### src/rtl/calc_unit_sequencer.sv
// calc_unit_sequencer
//   Loop sequencer in front of a calc_unit_parallel array. After start it walks
//   output channels (outer), pixels, then input channels (inner). Each beat it
//   presents the in_buf/kn_buf read addresses. It also delays the calc-unit
//   controls so they meet the buffer read data, and delays the out_buf write
//   so it meets the accumulated result.
//
// Ports
//   clk, rst_n          clock, synchronous active-low reset
//   start, hold         run request (sampled in IDLE), beat-issue stall
//   cfg_ic/pix/oc       loop counts (0 in any count means nothing to do)
//   cfg_*_base          base addresses for in_buf, kn_buf, out_buf
//   in_buf_raddr        input-buffer read address (shared by both bit planes)
//   kn_buf_raddr        kernel-buffer read address
//   calc_en/we/reset    calc-unit controls, aligned with buffer read data
//   out_waddr, out_we   out_buf write, aligned with the calc result
//   busy, done          run in progress, one-cycle completion pulse
//
// Optional build macro CALC_SEQ_PERF_EN adds perf_cycles / perf_stalls
// (saturating 32-bit counters of busy cycles and held RUN cycles).

module calc_unit_sequencer #(
   parameter int ADDR_WIDTH   = 16,
   parameter int CNT_WIDTH    = 12,
   parameter int BUF_LATENCY  = 1,
   parameter int CALC_LATENCY = 2
) (
   input  logic                  clk,
   input  logic                  rst_n,
   input  logic                  start,
   input  logic                  hold,
   input  logic [CNT_WIDTH-1:0]  cfg_ic,
   input  logic [CNT_WIDTH-1:0]  cfg_pix,
   input  logic [CNT_WIDTH-1:0]  cfg_oc,
   input  logic [ADDR_WIDTH-1:0] cfg_in_base,
   input  logic [ADDR_WIDTH-1:0] cfg_kn_base,
   input  logic [ADDR_WIDTH-1:0] cfg_out_base,
   output logic [ADDR_WIDTH-1:0] in_buf_raddr,
   output logic [ADDR_WIDTH-1:0] kn_buf_raddr,
   output logic                  calc_en,
   output logic                  calc_we,
   output logic                  calc_reset,
   output logic [ADDR_WIDTH-1:0] out_waddr,
   output logic                  out_we,
   output logic                  busy,
   output logic                  done
`ifdef CALC_SEQ_PERF_EN
   ,
   output logic [31:0]           perf_cycles,
   output logic [31:0]           perf_stalls
`endif
);

   localparam int DEPTH   = BUF_LATENCY + CALC_LATENCY;
   localparam int DRAIN_W = $clog2(DEPTH + 1);
   localparam int OUT_N   = (CALC_LATENCY > 0) ? CALC_LATENCY : 1;

   typedef enum logic [1:0] {S_IDLE, S_RUN, S_DRAIN, S_DONE} state_t;

   typedef struct packed {
      logic                  en;
      logic                  we;
      logic                  rst;
      logic [ADDR_WIDTH-1:0] waddr;
   } tag_t;

   typedef struct packed {
      logic                  we;
      logic [ADDR_WIDTH-1:0] waddr;
   } wr_t;

   state_t                state_q, state_d;
   logic [CNT_WIDTH-1:0]  cfg_ic_q, cfg_pix_q, cfg_oc_q;
   logic [CNT_WIDTH-1:0]  ic_q, pix_q, oc_q;
   logic [ADDR_WIDTH-1:0] in_base_q;
   logic [ADDR_WIDTH-1:0] in_addr_q, kn_addr_q, kn_row_q, out_addr_q;
   logic [DRAIN_W-1:0]    drain_q;

   logic cfg_zero, beat, last_ic, last_pix, last_oc;
   tag_t tag_d;
   tag_t ctl_q [BUF_LATENCY];
   wr_t  wr_q  [OUT_N];

   assign cfg_zero = (cfg_ic == '0) || (cfg_pix == '0) || (cfg_oc == '0);
   assign last_ic  = (ic_q  == cfg_ic_q  - CNT_WIDTH'(1));
   assign last_pix = (pix_q == cfg_pix_q - CNT_WIDTH'(1));
   assign last_oc  = (oc_q  == cfg_oc_q  - CNT_WIDTH'(1));
   assign beat     = (state_q == S_RUN) && !hold;

   // ---------------------------------------------------------------- FSM
   always_ff @(posedge clk) begin
      if (!rst_n) state_q <= S_IDLE;
      else        state_q <= state_d;
   end

   always_comb begin
      state_d = state_q;
      tag_d   = '0;
      if (beat) begin
         tag_d.en    = 1'b1;
         tag_d.rst   = (ic_q == '0);
         tag_d.we    = last_ic;
         tag_d.waddr = last_ic ? out_addr_q : '0;
      end
      case (state_q)
         S_IDLE:  if (start) state_d = cfg_zero ? S_DONE : S_RUN;
         S_RUN:   if (beat && last_ic && last_pix && last_oc) state_d = S_DRAIN;
         S_DRAIN: if (drain_q == DRAIN_W'(DEPTH - 1)) state_d = S_DONE;
         S_DONE:  state_d = S_IDLE;
         default: state_d = S_IDLE;
      endcase
   end

   // ------------------------------------------------------ loop counters
   // Addresses are tracked incrementally:
   //   in  : consecutive within one oc, rewinds to base when oc advances.
   //   kn  : consecutive within one pixel, rewinds to the oc row start at the
   //         end of each pixel; the row start steps by cfg_ic per oc.
   //   out : consecutive over all we beats.
   always_ff @(posedge clk) begin
      if (!rst_n) begin
         cfg_ic_q   <= '0;
         cfg_pix_q  <= '0;
         cfg_oc_q   <= '0;
         ic_q       <= '0;
         pix_q      <= '0;
         oc_q       <= '0;
         in_base_q  <= '0;
         in_addr_q  <= '0;
         kn_addr_q  <= '0;
         kn_row_q   <= '0;
         out_addr_q <= '0;
         drain_q    <= '0;
      end else begin
         drain_q <= (state_q == S_DRAIN) ? drain_q + DRAIN_W'(1) : '0;
         if (state_q == S_IDLE && start) begin
            cfg_ic_q   <= cfg_ic;
            cfg_pix_q  <= cfg_pix;
            cfg_oc_q   <= cfg_oc;
            ic_q       <= '0;
            pix_q      <= '0;
            oc_q       <= '0;
            in_base_q  <= cfg_in_base;
            in_addr_q  <= cfg_in_base;
            kn_addr_q  <= cfg_kn_base;
            kn_row_q   <= cfg_kn_base;
            out_addr_q <= cfg_out_base;
         end else if (beat) begin
            if (!last_ic) begin
               ic_q      <= ic_q + CNT_WIDTH'(1);
               in_addr_q <= in_addr_q + ADDR_WIDTH'(1);
               kn_addr_q <= kn_addr_q + ADDR_WIDTH'(1);
            end else begin
               ic_q       <= '0;
               out_addr_q <= out_addr_q + ADDR_WIDTH'(1);
               if (!last_pix) begin
                  pix_q     <= pix_q + CNT_WIDTH'(1);
                  in_addr_q <= in_addr_q + ADDR_WIDTH'(1);
                  kn_addr_q <= kn_row_q;
               end else begin
                  pix_q     <= '0;
                  oc_q      <= oc_q + CNT_WIDTH'(1);
                  in_addr_q <= in_base_q;
                  kn_addr_q <= kn_addr_q + ADDR_WIDTH'(1);
                  kn_row_q  <= kn_addr_q + ADDR_WIDTH'(1);
               end
            end
         end
      end
   end

   // ------------------------------------------------------- tag pipeline
   // Never stalls: a held cycle simply inserts an all-zero tag.
   for (genvar gi = 0; gi < BUF_LATENCY; gi++) begin : g_ctl
      always_ff @(posedge clk) begin
         if (!rst_n)       ctl_q[gi] <= '0;
         else if (gi == 0) ctl_q[gi] <= tag_d;
         else              ctl_q[gi] <= ctl_q[(gi > 0) ? gi - 1 : 0];
      end
   end

   if (CALC_LATENCY > 0) begin : g_wr
      for (genvar gi = 0; gi < CALC_LATENCY; gi++) begin : g_stage
         always_ff @(posedge clk) begin
            if (!rst_n) begin
               wr_q[gi] <= '0;
            end else if (gi == 0) begin
               wr_q[gi].we    <= ctl_q[BUF_LATENCY-1].we;
               wr_q[gi].waddr <= ctl_q[BUF_LATENCY-1].waddr;
            end else begin
               wr_q[gi] <= wr_q[(gi > 0) ? gi - 1 : 0];
            end
         end
      end
      assign out_we    = wr_q[CALC_LATENCY-1].we;
      assign out_waddr = wr_q[CALC_LATENCY-1].waddr;
   end else begin : g_nowr
      assign wr_q[0]   = '0;
      assign out_we    = ctl_q[BUF_LATENCY-1].we;
      assign out_waddr = ctl_q[BUF_LATENCY-1].waddr;
   end

   assign calc_en      = ctl_q[BUF_LATENCY-1].en;
   assign calc_we      = ctl_q[BUF_LATENCY-1].we;
   assign calc_reset   = ctl_q[BUF_LATENCY-1].rst;
   assign in_buf_raddr = (state_q == S_RUN) ? in_addr_q : '0;
   assign kn_buf_raddr = (state_q == S_RUN) ? kn_addr_q : '0;
   assign busy         = (state_q == S_RUN) || (state_q == S_DRAIN);
   assign done         = (state_q == S_DONE);

`ifdef CALC_SEQ_PERF_EN
   logic [31:0] perf_cycles_q, perf_stalls_q;

   always_ff @(posedge clk) begin
      if (!rst_n || (state_q == S_IDLE && start)) begin
         perf_cycles_q <= '0;
         perf_stalls_q <= '0;
      end else begin
         if (busy && perf_cycles_q != '1)
            perf_cycles_q <= perf_cycles_q + 32'd1;
         if (state_q == S_RUN && hold && perf_stalls_q != '1)
            perf_stalls_q <= perf_stalls_q + 32'd1;
      end
   end

   assign perf_cycles = perf_cycles_q;
   assign perf_stalls = perf_stalls_q;
`endif

endmodule

### config.mk
export PLATFORM = sky130hd
export DESIGN_NAME = calc_unit_sequencer
export DESIGN_NICKNAME = d
export VERILOG_FILES = /design/src/rtl/calc_unit_sequencer.sv
export SDC_FILE = /design/constraint.sdc
export NUM_CORES = 1
export LEC_CHECK = 0
export ABC_AREA = 0
export ABC_CLOCK_PERIOD_IN_PS = 5310
export CORE_MARGIN = 1
export CORE_UTILIZATION = 60
export DETAILED_ROUTE_END_ITERATION = 8
export PLACE_DENSITY_LB_ADDON = 0.08
export SETUP_SLACK_MARGIN = 0.15
export SYNTH_ARGS = -nofsm -noshare
export SYNTH_HDL_FRONTEND = slang
export SYNTH_SLANG_ARGS = --single-unit
### constraint.sdc
create_clock -name clk -period 5.31 [get_ports clk]
set_input_delay 0.7965 -clock clk [delete_from_list [all_inputs] [get_ports clk]]
set_output_delay 0.7965 -clock clk [all_outputs]
set_load 0.005 [all_outputs]
== Word-level counts from Yosys, hierarchy flattened ==
Memories as Yosys holds them, arrays and structs flattened.
Cells that the tools add are included.
Storage, ports and cells
  memories kept: 2
  bits in registers: 156
  output and inout bits: 54
  memory bits (writable): 53
Memories
  wr_q: depth 2, width 17, read ports 2, clocked after Yosys merged registers in 0, wr ports 2, RTL line 82  | wr_t wr_q [OUT_N];
  ctl_q: depth 1, width 19, read ports 1, clocked after Yosys merged registers in 0, wr ports 1, RTL line 81  | tag_t ctl_q [BUF_LATENCY];
Cells by class
  bitwise logic cells: 4
  mux-type cells: 32
  reductions and logical operators: 23
  equality and inequality tests: 10
  add/subtract/negate cells: 10
Operator list (number)
  $mux 16: 18
  $add 16x1->16 const B: 3
  $logic_not 12->1: 4
  $mux 19: 2
  $add 12x1->12 const B: 3
  $eq 12x12->1: 3
  $sub 12x1->12 const B: 3
  $mux 12: 2
  $reduce_or 19->1: 1
  $mux 17: 1
  $mux 2: 4
  $pmux 2 s4: 1
  $eq 2x2->1 const B: 3
  $reduce_and 2->1: 3
  $reduce_and 3->1: 2
  $logic_and 1x1->1: 5
  $mux 1: 4
  $ne 2x2->1 const B: 2
  $reduce_bool 2->1: 2
  $logic_or 1x1->1: 3
  $or 1x1->1: 3
  $add 2x1->2 const B: 1
  $eq 2x1->1 const B: 1
  $logic_not 2->1: 1
  other kinds (4): 4

== Logic depth before layout (Yosys ltp) ==
  depth in word-level cells: 7
  gate-level depth with buffers: 14
  mapped depth without buffers: 10

== Worst setup path before layout ==
OpenSTA, ideal clock, no wires.
  kind: register to register
  from: reg cfg_ic_q[0]
  to: reg in_addr_q[9]
  arrival: 2.955 ns
  period minus slack after synthesis: 3.069 ns
  data required time: 5.196 ns
  cell stages (with the launch flop): 14
  setup slack: 2.241 ns
  library setup time: 0.114 ns
  path buffers: 3
  cells stage by stage: dfxtp_1 > buf_2 > inv_1 > ha_1 > buf_2 > or4b_2 > nor2_1 > xnor2_1 > nand3_1 > or3_4 > buf_6 > or4_1 > o21a_1 > a2bb2o_4
On the way
  cells in the longest elaborated chain, start to end: 5
RTL lines
  start, declared: RTL line 73  | logic [CNT_WIDTH-1:0] cfg_ic_q, cfg_pix_q, cfg_oc_q;
  start signal, assigned: RTL line 137  | cfg_ic_q <= cfg_ic;
  $sub 12x1->12: RTL line 85  | assign last_ic = (ic_q == cfg_ic_q - CNT_WIDTH'(1));
  $eq 12x12->1: RTL line 85
  $mux 16: RTL line 149  | if (!last_ic) begin
  $mux 16: RTL line 148  | end else if (beat) begin
  $mux 16: RTL line 136  | if (state_q == S_IDLE && start) begin
  end signal, assigned: RTL line 144  | in_addr_q <= cfg_in_base;
  end signal, assigned: RTL line 151  | in_addr_q <= in_addr_q + ADDR_WIDTH'(1);
  end signal, assigned: RTL line 158  | in_addr_q <= in_addr_q + ADDR_WIDTH'(1);
  end, declared: RTL line 76  | logic [ADDR_WIDTH-1:0] in_addr_q, kn_addr_q, kn_row_q, out_addr_q;
Every way passes these cells. The select of a mux whose other input is x is not followed.
A chain may end at the register's enable or synchronous reset.

== Worst setup path in the final report ==
  from: reg cfg_ic_q[0]
  to: reg pix_q[9]
On the way
  cells in the longest elaborated chain, start to end: 3
RTL lines
  $sub 12x1->12: RTL line 85
  $eq 12x12->1: RTL line 85
  $reduce_and 2->1 (no line)
  end signal, assigned: RTL line 157  | pix_q <= pix_q + CNT_WIDTH'(1);
  end, declared: RTL line 74  | logic [CNT_WIDTH-1:0] ic_q, pix_q, oc_q;
Every way passes these cells.

==> flow_metrics.tcl <==
set metrics [dict create \
    synth_top_family_by_area "simple AND/OR/NAND/NOR gates" \
    path_clk_slew_ns 0.06 \
    routabilityCongestion 0.891 \
    cp.required_ns 5.74 \
    p_leak_nw 4.78 \
    cp_max_fo 38 \
    area_delta_synth_final_pct 20.5 \
    cts_setup_buffers 0 \
    drive_gt1_frac 0.0580 \
    powerDensity_nw_per_um2 386 \
    stdcell_count 1600 \
    antenna_left 0 \
    core_area_um2 16800 \
    start_kind "flop" \
    synth-xor-area-share 0.0866 \
    final_max_slew_viol_count 0 \
    dr.pass1.iters 5 \
    vias 9392 \
    final_common_cell "dfxtp_1" \
    hold_depth 1 \
    synth-async-reset-ratio 0 \
    htree_levels 1 \
    run_status "complete, no violations" \
    grt_max_degree 104 \
    start_util 0.624 \
    synth_cells 1280 \
    dp_hpwl_um 17100 \
    post_drt_wl_per_cell_um 15.9 \
    slowest_delay_ns 0.64 \
    finalClockSkew_ns 0.0197 \
    fillCellCount 1326 \
    crit_chain "inv_1, ha_1, or4b_2, nor4b_1, a2111oi_2, nand3_1, nor4_2, buf_4, nand2b_1, buf_4, nand2_1, nor2_1" \
    clk_path_buf_depth 3 \
    post-route-min-period_ns 3.64 \
    crit_family "simple AND/OR/NAND/NOR gates" \
    yosys.area_share.simple 0.270 \
    synth-seq-area-share 0.399 \
    cp_data_arrival_time_ns 4.08 \
    yosys_register_bits 209 \
    maxCapViolations 0 \
    postSynthAreaPerCell_um2 8.20 \
    grt_use_total 0.284 \
    fmax_mhz 274 \
    yosys_warnings 0 \
    cts_tree "built" \
    synthMuxAreaShare 0.0297 \
    dieArea_um2 18000 \
    drc_errors 0 \
    core.rowCount 47 \
    period_share 0.686 \
    placed_cells 1560 \
    crit_top_cell "buf_4" \
    synth_compound_area_frac 0.151 \
    io_pins 142 \
    cts_sinks 209 \
    synth_top_area_frac 0.399 \
    hp-class "reg -> reg" \
    worstPathBufferInverterCount 3 \
    synth.area.top_cells "dfxtp_1 40%, nand2_1 5.7%, a21oi_1 5.2%" \
    finalHoldViolCount 0 \
    worstSkewPairLatency_ns 0.52 \
    reg2reg_depth 12 \
    critPathCaptureType "flop" \
    cts_buffers 22 \
    die_h_um 134 \
    power_mw 4.88 \
    synth_top_area_cell "dfxtp_1" \
    synth_ff_type "dfxtp_1" \
    initialDrtViolationCount 668 \
    drt_wl_total_um 25400 \
    layout_common_cells "209 x dfxtp_1, 159 x nand2_1, 140 x clkdlybuf4s50_1, 109 x a21oi_1, 76 x and2_1" \
    cts_resized 0 \
    synth-adder-area-share 0.0191 \
    finalSetupTns_ns 0 \
    rsz0062_at_grt "false" \
    antenna_found_initial 0 \
    crit_cells 12 \
    numPortBuffers 141 \
    first_global_vias 8718 \
    relSlewSlack 0.314 \
    synthesis.area_um2 10500 \
    nets 1468 \
    crit_path_top_delay_cell "or4b_2" \
    antenna_cells 0 \
    grt_overflow_total 0 \
    critical_path_class "reg -> reg" \
    synth_enable_flop_cells 0 \
    ir_worst_vdd_uv 268 \
    ctsHoldBuffers 0 \
    ctsRootBufferMaster "clkbuf_16" \
    ys_types 71 \
    synth.net_count 1384 \
    worst_pin_slew_ns 1.02 \
    vias_per_cell 5.87 \
    fp.dieW_um 134 \
    grt_pass1_wl_um 42200 \
    setup_viol 0 \
]
-- final timing paths --
| path | startpoint | end | slack, ns |
|---|---|---|---|
| worst max-delay path | cfg_ic_q[0]$_SDFFE_PN0P_ | pix_q[9]$_SDFFE_PP0P_ | 1.67 |
| worst min-delay path | drain_q[0]$_SDFF_PN0_ | drain_q[0]$_SDFF_PN0_ | 0.42 |
| worst max register to register | cfg_ic_q[0]$_SDFFE_PN0P_ | pix_q[9]$_SDFFE_PP0P_ | 1.67 |
| worst min register to register | drain_q[0]$_SDFF_PN0_ | drain_q[0]$_SDFF_PN0_ | 0.42 |
-- layout make-up --
class / instances / area, um^2 / area share
inverters: 24 / 90.1 / 0.00712
repair buffers: 152 / 1490 / 0.118
well taps: 220 / 275 / 0.0218
clock buffers: 29 / 647 / 0.0512
flip-flops and latches: 209 / 4180 / 0.331
multi-input cells: 955 / 5860 / 0.463
clock inverters: 11 / 100 / 0.00792
-- worst register-to-register path: cells and delay by family, from the launching register on --
family / cells / cell delay (ns)
and+or+nand+nor: 7 / 1.96
adders and majority gates: 1 / 0.35
AOI/OAI and AO/OA: 1 / 0.13
buffers and inverters: 3 / 0.76
DFF: 1 / 0.37
-- routing by layer --
| metal | global-route usage | wire length, um |
|---|---|---|
| met4 | 0.0905 | 707 |
| met2 | 0.479 | 12100 |
| met1 | 0.376 | 11300 |
| met3 | 0.0359 | 1320 |
| met5 | 0 | 0 |
-- flip-flops by register name, summed over array words and instances, names as in the netlist --
name and cells:
cfg_ic_q 12, cfg_oc_q 12, cfg_pix_q 12, ctl_q 19
drain_q 2, ic_q 12, in_addr_q 16, in_base_q 16
kn_addr_q 16, kn_row_q 16, oc_q 12, out_addr_q 16
pix_q 12, state_q 2, wr_q 34
-- cells by family (layout without fill, tap and decap cells) --
group | Yosys count | after routing
and+or+nand+nor | 550 | 550
buffers and inverters | 116 | 216
AOI/OAI and AO/OA | 256 | 256
adders and majority gates | 16 | 16
xor gates and xnor gates | 102 | 102
DFF | 209 | 209
muxes | 31 | 31
-- cell usage after synthesis (10+ instances only) --
| cell | instances |
|---|---|
| a21oi_1 | 109 |
| a31oi_1 | 14 |
| and2_1 | 77 |
| and3_1 | 39 |
| buf_2 | 11 |
| clkbuf_1 | 69 |
| dfxtp_1 | 209 |
| ha_1 | 16 |
| inv_1 | 24 |
| mux2i_1 | 30 |
| nand2_1 | 160 |
| nand3_1 | 74 |
| nand4_1 | 30 |
| nor2_1 | 73 |
| nor3_1 | 23 |
| nor4_1 | 19 |
| o21ai_0 | 51 |
| o221ai_1 | 10 |
| xnor2_1 | 49 |
| xor2_1 | 52 |
-- where the power goes --
part,switching (mW),internal (mW),total (mW)
logic,0.771,0.567,1.34
registers,0.231,1.76,1.99
clock network,0.639,0.910,1.55
total,1.64,3.24,4.88
-- stage by stage --
step | area (um^2) | utilization | hold slack, ns | setup slack [ns]
floorplan | 10500 | - | 0.391 | 2.24
global placement | 11900 | 0.707 | 0.401 | 1.84
detailed placement | 11900 | 0.707 | 0.408 | 1.73
CTS | 12600 | 0.752 | 0.416 | 1.69
global route | 12600 | 0.752 | 0.443 | 1.36
finish | 12600 | 0.752 | 0.420 | 1.67
No activity file was read; power rests on OpenSTA's default activity.
